## config.mk

```make
export PLATFORM = sky130hd
export DESIGN_NAME = p_reg
export DESIGN_NICKNAME = d
export VERILOG_FILES = /design/src/rtl/p_reg_pkg.sv /design/src/rtl/p_reg.sv
export SDC_FILE = /design/constraint.sdc
export NUM_CORES = 1
export LEC_CHECK = 0
export CORE_UTILIZATION = 32
export CTS_CLUSTER_DIAMETER = 100
export CTS_CLUSTER_SIZE = 25
export DETAILED_ROUTE_END_ITERATION = 12
export GPL_TIMING_DRIVEN = 0
export PLACE_DENSITY = 0.85
export SLEW_MARGIN = 30
export SYNTH_ARGS = -nofsm -noshare
export SYNTH_HDL_FRONTEND = slang
export SYNTH_SLANG_ARGS = --single-unit
```

## constraint.sdc

```tcl
create_clock -name clk -period 1.3 [get_ports clk]
set_input_delay 0.13 -clock clk [delete_from_list [all_inputs] [get_ports clk]]
set_output_delay 0.13 -clock clk [all_outputs]
set_load 0.005 [all_outputs]
```

## src/rtl/p_reg_pkg.sv

```systemverilog
// Shared definitions for the processor status register: flag-operation codes,
// flag bit positions and the packed/unpacked views of P.
package p_reg_pkg;

  localparam logic [3:0] FLG_NONE = 4'd0;
  localparam logic [3:0] FLG_ALU  = 4'd1;
  localparam logic [3:0] FLG_BIT  = 4'd2;
  localparam logic [3:0] FLG_LOAD = 4'd3;
  localparam logic [3:0] FLG_CLC  = 4'd4;
  localparam logic [3:0] FLG_SEC  = 4'd5;
  localparam logic [3:0] FLG_CLI  = 4'd6;
  localparam logic [3:0] FLG_SEI  = 4'd7;
  localparam logic [3:0] FLG_CLV  = 4'd8;
  localparam logic [3:0] FLG_CLD  = 4'd9;
  localparam logic [3:0] FLG_SED  = 4'd10;
  localparam logic [3:0] FLG_INT  = 4'd11;

  localparam int unsigned FLAG_N = 7;
  localparam int unsigned FLAG_V = 6;
  localparam int unsigned FLAG_U = 5;
  localparam int unsigned FLAG_B = 4;
  localparam int unsigned FLAG_D = 3;
  localparam int unsigned FLAG_I = 2;
  localparam int unsigned FLAG_Z = 1;
  localparam int unsigned FLAG_C = 0;

  // Only six flags are real storage; U and B exist only on the bus.
  typedef struct packed {
    logic n;
    logic v;
    logic d;
    logic i;
    logic z;
    logic c;
  } p_flags_t;

  function automatic logic [7:0] pack_p(input p_flags_t f, input logic b);
    logic [7:0] r;
    r         = 8'h00;
    r[FLAG_N] = f.n;
    r[FLAG_V] = f.v;
    r[FLAG_U] = 1'b1;
    r[FLAG_B] = b;
    r[FLAG_D] = f.d;
    r[FLAG_I] = f.i;
    r[FLAG_Z] = f.z;
    r[FLAG_C] = f.c;
    return r;
  endfunction

  function automatic p_flags_t unpack_p(input logic [7:0] v);
    p_flags_t f;
    f.n = v[FLAG_N];
    f.v = v[FLAG_V];
    f.d = v[FLAG_D];
    f.i = v[FLAG_I];
    f.z = v[FLAG_Z];
    f.c = v[FLAG_C];
    return f;
  endfunction

endpackage

```

## src/rtl/p_reg.sv

```systemverilog
// 6502 processor status register stage downstream of the ALU, with an
// instruction-boundary-delayed copy of I for the interrupt logic.
module p_reg
  import p_reg_pkg::*;
#(
  parameter logic [7:0] RESET_P = 8'h34
) (
  input  logic       clk,
  input  logic       rst,
  input  logic       en,
  input  logic       sync,
  input  logic [3:0] flag_op,
  input  logic       upd_nz,
  input  logic       upd_c,
  input  logic       upd_v,
  input  logic [7:0] alu_out,
  input  logic       alu_c,
  input  logic       alu_v,
  input  logic [7:0] db_in,
  input  logic       push_brk,
  output logic [7:0] p,
  output logic [7:0] p_push,
  output logic       c_out,
  output logic       d_out,
  output logic       irq_mask
);

  p_flags_t flags_q, flags_d;
  logic     irq_mask_q, irq_mask_d;
  logic     alu_zero;

  assign alu_zero = (alu_out == 8'h00);

  always_comb begin
    flags_d = flags_q;
    unique case (flag_op)
      FLG_ALU: begin
        if (upd_nz) begin
          flags_d.n = alu_out[7];
          flags_d.z = alu_zero;
        end
        if (upd_c) flags_d.c = alu_c;
        if (upd_v) flags_d.v = alu_v;
      end
      FLG_BIT: begin
        flags_d.n = db_in[7];
        flags_d.v = db_in[6];
        flags_d.z = alu_zero;
      end
      FLG_LOAD: flags_d = unpack_p(db_in);
      FLG_CLC:  flags_d.c = 1'b0;
      FLG_SEC:  flags_d.c = 1'b1;
      FLG_CLI:  flags_d.i = 1'b0;
      FLG_SEI:  flags_d.i = 1'b1;
      FLG_CLV:  flags_d.v = 1'b0;
      FLG_CLD:  flags_d.d = 1'b0;
      FLG_SED:  flags_d.d = 1'b1;
      // NMOS parts leave D alone on interrupt entry.
      FLG_INT:  flags_d.i = 1'b1;
      default:  flags_d = flags_q;
    endcase
  end

  // Sampling the stored I (not flags_d) at the fetch boundary delays a mask
  // change by one full instruction, as on the original part.
  always_comb begin
    irq_mask_d = irq_mask_q;
    if (sync) irq_mask_d = flags_q.i;
  end

  always_ff @(posedge clk) begin
    if (rst) begin
      flags_q    <= unpack_p(RESET_P);
      irq_mask_q <= RESET_P[FLAG_I];
    end else if (en) begin
      flags_q    <= flags_d;
      irq_mask_q <= irq_mask_d;
    end
  end

  assign p        = pack_p(flags_q, 1'b1);
  assign p_push   = pack_p(flags_q, push_brk);
  assign c_out    = flags_q.c;
  assign d_out    = flags_q.d;
  assign irq_mask = irq_mask_q;

endmodule

```

==> impl_metrics.ini, run 1 <==
[sta]
hold_viol = 0
max_freq_mhz = 790.1
setup_violations = 0
tns_ns = 0
post-route-period-util_pct = 97.36
period_needed_ns = 1.266
hold_slack_ns = 0.3211
finClkSkew_ns = 0.0001178
fin_ws_ns = 0.03427
rsz0062_at_grt = no
drv_slew = 0

[routing]
firstDrtPassIters = 4
drt_wl_total_um = 2613
antenna_left = 0
viasPerCell = 5.407
drt-initial-drc-count = 57
vias = 876
wl_per_cell_um = 16.13
drc = 0

[placed_design]
dp_hpwl_um = 1469
port_buffers = 42
dpl_cell_area_sq_um = 1082
dpl.cell_count = 148
gp_congestion = 0.7325
place_ws_ns = -0.3906

[synthesis]
synth_cell_type_count = 33
synth_ff_type = dfxtp_1
synth_area_sq_um = 623.1
synth_top_cell_by_area = dfxtp_1
yosys_warnings = 0
async_flop_share_pct = 0
ys_seq_area_share_pct = 22.49
synth_cells = 79
avgSynthCellArea_sq_um = 7.887
synth_edf_count = 0
synthTopCellsByArea = dfxtp_1 (22%), buf_4 (16%), a21oi_1 (6.4%), a311oi_1 (5.6%), buf_6 (3.6%)
synth.ff_latch_count = 7
netlist.area_leader.share_pct = 22.49

[floorplan]
die_y_um = 46.13
core_area_sq_um = 1783
die_w_um = 46.13
dieArea_sq_um = 2128
start_util_pct = 34.95
rows = 15
io_pins = 49

[setup_path]
crit_start = d_out
critPathBufInv = 1
required_ns = 1.17
crit_slowest_cell = clkdlybuf4s50_1
path_cells = clkdlybuf4s50_1
crit_path_max_fanout = 4
slowest_delay_ns = 0.50
r2r_start = d_out
worstSetupPathType = reg -> out
crit_family = buffers and inverters
worstPathArrival_ns = 1.14
cp-end-kind = output port
worst_setup_path_start_kind = flip-flop

[layout]
layout_common_cells = clkdlybuf4s50_1 (29), buf_4 (23), dlygate4sd2_1 (9), a21oi_1 (8), dfxtp_2 (6)
largest_reg_flops = 4
n_antenna_cell = 0
fillers = 131
area_growth_pct = 94.38
stdcell_count = 162
fin_nets = 168
layout-drive-gt1-share_pct = 32.12
final_cell_area_sq_um = 1211
final_common_cell = clkdlybuf4s50_1

[global_route]
grt_util_all_layers_pct = 20.24
grt_max_degree = 11
grt_pass1_wl_um = 2980
grt_overflow_total = 0
antenna_found_initial = 0
first_global_vias = 723

[clocking]
numCtsBuffers = 3
hold_buffers = 0
path_clk_slew_ns = 0.06
clockBufferDepth = 2
clk_latency_ns = 0.26
cts.sinks = 7
htreeDepth = 1
root_buffer = clkbuf_4
cts_tree = built

[worst_hold_path]
hold_start = flag_op[0]
hold_class = in -> reg

[pwr]
p_per_area_nw_per_um2 = 626.6
peakVddDrop_v = 0.0003677
p_leak_nw = 0.5612

[outcome]
status = finished clean

[flow_run]
drv_cap = 0
==> cell type report <==
class	count	area (sq um)	share of cell area (%)
buffer	16	131.4	10.85
clock buffer	4	26.28	2.169
inverter	2	7.507	0.6198
sequential	7	147.6	12.19
multi-input combinational	56	380.4	31.41
tap	25	31.28	2.583
timing repair buffer	52	486.7	40.19
==> routing by layer <==
| layer | track usage (%) | up-vias | part of all wire, % |
|---|---|---|---|
| met3 | 5.098 | 15 | 9.6 |
| met4 | 12.35 | 0 | 4.4 |
| met5 | 0 | - | 0 |
| met2 | 35.77 | 66 | 49 |
| li1 | - | 395 | - |
| met1 | 21.18 | 400 | 36 |
==> path summary, 6_finish.rpt <==
kind,to,slack (ns),cells past startpoint
max,d_out,0.03,1
min,d_out,0.32,3
max reg2reg,d_out,0.40,2
min reg2reg,irq_mask,0.54,1
==> logic make-up (layout without fill, tap and decap cells) <==
family	count (synthesis)	count (layout)	synth area share, %
AOI/OAI and AO/OA	26	26	27.31
xor gates and xnor gates	1	1	1.406
buffers and inverters	18	74	21.28
DFF	7	7	22.49
other	1	3	0.6018
and+or+nand+nor	26	26	26.91
==> through the flow <==
stage / util [%] / power [W]
finish: 67.93 / 0.0007589
global route: 67.93 / 0.0007899
CTS: 65.47 / 0.0007206
detailed placement: 60.70 / 0.0005083
global placement: 60.70 / 0.0005024
floorplan: - / 0.0003557
==> Yosys cell counts (2+ instances only) <==
cell	number
nand2b_1	2
nand2_1	6
nor4_1	2
dfxtp_1	7
nor2b_1	2
or3b_1	2
inv_1	2
buf_6	2
a21oi_1	8
nor2_1	4
o21ai_0	2
a311oi_1	4
buf_4	13
o21ai_1	4
==> power breakdown <==
| group | switching, W | total (W) | internal, W |
|---|---|---|---|
| registers | 0.00000989 | 0.000237 | 0.000227 |
| clock network | 0.0000984 | 0.000217 | 0.000118 |
| logic | 0.000120 | 0.000305 | 0.000185 |
| total | 0.000228 | 0.000759 | 0.000531 |
==> timing repair <==
item,in CTS,in global routing
endpoints found under the setup margin,13,5
pin swaps,0,2
buffers inserted,6,4
gates resized for setup,21,7
Power figures use the tool's default switching activity.
==> inputs of run 2 (changes only) <==
CORE_MARGIN = 5   (was default)
==> impl_metrics.ini, run 2 (synthesis results as in run 1) <==
[placed_design]
dp_hpwl_um = 1511
place_ws_ns = -0.3892
dpl.cell_count = 150
gp_congestion = 0.7536
dpl_cell_area_sq_um = 1085
port_buffers = 42

[global_route]
grt_util_all_layers_pct = 14.86
grt_overflow_total = 0
antenna_found_initial = 0
grt_max_degree = 11
grt_pass1_wl_um = 3187
first_global_vias = 739

[layout]
regArea_sq_um = 147.6
layout_common_cells = clkdlybuf4s50_1 (29), buf_4 (19), dlygate4sd2_1 (11), a21oi_1 (8)
final_cell_area_sq_um = 1189
fillers = 165
multi_input_area_sq_um = 365.4
area_growth_pct = 90.76
stdcell_count = 161
final_common_cell = clkdlybuf4s50_1
fin_nets = 165
n_antenna_cell = 0
largest_reg_flops = 4
layout-drive-gt1-share_pct = 26.87

[setup_path]
worstSetupPathType = reg -> out
reg2regPathDepth = 3
path_cells = clkdlybuf4s50_1
crit_slowest_cell = clkdlybuf4s50_1
crit_path_max_fanout = 4
critPathBufInv = 1
worstPathArrival_ns = 1.12
slowest_delay_ns = 0.51
crit_family = buffers and inverters
worst-path-stages = 1
worst_setup_path_start_kind = flip-flop
required_ns = 1.17
cp-end-kind = output port

[flow_run]
drv_cap = 0

[routing]
viasPerCell = 4.925
drt-initial-drc-count = 15
wl_per_cell_um = 12.25
antenna_left = 0
vias = 793
firstDrtPassIters = 4
drt_wl_total_um = 1972
drc = 0

[pwr]
p_per_area_nw_per_um2 = 603.9
pwr-share-clk_pct = 27.4
p_leak_nw = 0.5430
p_total_w = 0.0007179
power_frac_seq_pct = 32.9
combPwrFrac_pct = 39.7
peakVddDrop_v = 0.0002492
internal_power_w = 0.0005267
p_sw_w = 0.0001912
p_sw_share_pct = 26.64

[sta]
hold_viol = 0
fin_ws_ns = 0.05168
max_freq_mhz = 801.1
setup_violations = 0
period_needed_ns = 1.248
post-route-period-util_pct = 96.02
rsz0062_at_grt = no
drv_slew = 0
finClkSkew_ns = 0.003412

[clocking]
htreeDepth = 1
root_buffer = clkbuf_4
clockBufferDepth = 2
numCtsBuffers = 3
cts.sinks = 7
path_clk_slew_ns = 0.05
cts_tree = built
clk_latency_ns = 0.25
hold_buffers = 0

[worst_hold_path]
holdPathStages = 3
hold_class = in -> reg

[floorplan]
io_pins = 49
die_w_um = 54.13
start_util_pct = 32.76
dieArea_sq_um = 2930
rows = 16
core_area_sq_um = 1902
die_y_um = 54.13

[outcome]
status = finished clean
run 2: stage by stage:
stage                     setup TNS [ns]  hold WS (ns)  util [%]
after floorplan                        0        0.1991         -
after global placement            -1.563        0.4878     57.04
after detailed placement          -1.810        0.4982     57.04
after CTS                              0        0.4566     62.24
after global routing                   0        0.4867     62.50
final                                  0        0.4776     62.50
run 2: power by group through the flow:
stage	Combinational (W)	Clock, W	Sequential, W
6_report	0.000285	0.000197	0.000236
5_1_grt	0.000308	0.000226	0.000238
4_1_cts	0.000282	0.000204	0.000236
3_5_place_dp	0.000269	0	0.000239
3_3_place_gp	0.000264	0	0.000238
2_1_floorplan	0.000117	0	0.000239
run 2: final timing paths:
kind / from / to / slack (ns)
setup / recovery: c_out / c_out / 0.05
hold / removal: en / p[2] / 0.48
setup reg to reg: d_out / d_out / 0.49
hold reg to reg: p[7] / p[7] / 0.50
run 2: per-layer routing:
metal | wire length, um | up-vias | track usage (%)
li1 | - | 386 | -
met5 | 0 | - | 0
met4 | 38 | 0 | 8.714
met3 | 125 | 4 | 2.216
met1 | 773 | 364 | 16.69
met2 | 1034 | 39 | 26.10
run 2: what timing repair did:
action / 4_1_cts / 5_1_grt
buffers inserted: 7 / 0
pin swaps: 2 / 0
endpoints found under the setup margin: 14 / 2
resized for setup: 20 / 2
run 2: final cells by class:
cell class / instances / share of cell area [%]
buffer: 16 / 11.05
clock buffer: 4 / 2.211
inverter: 2 / 0.6316
multi-input combinational: 56 / 30.74
sequential: 7 / 12.42
tap: 27 / 2.842
timing repair buffer: 49 / 40.11
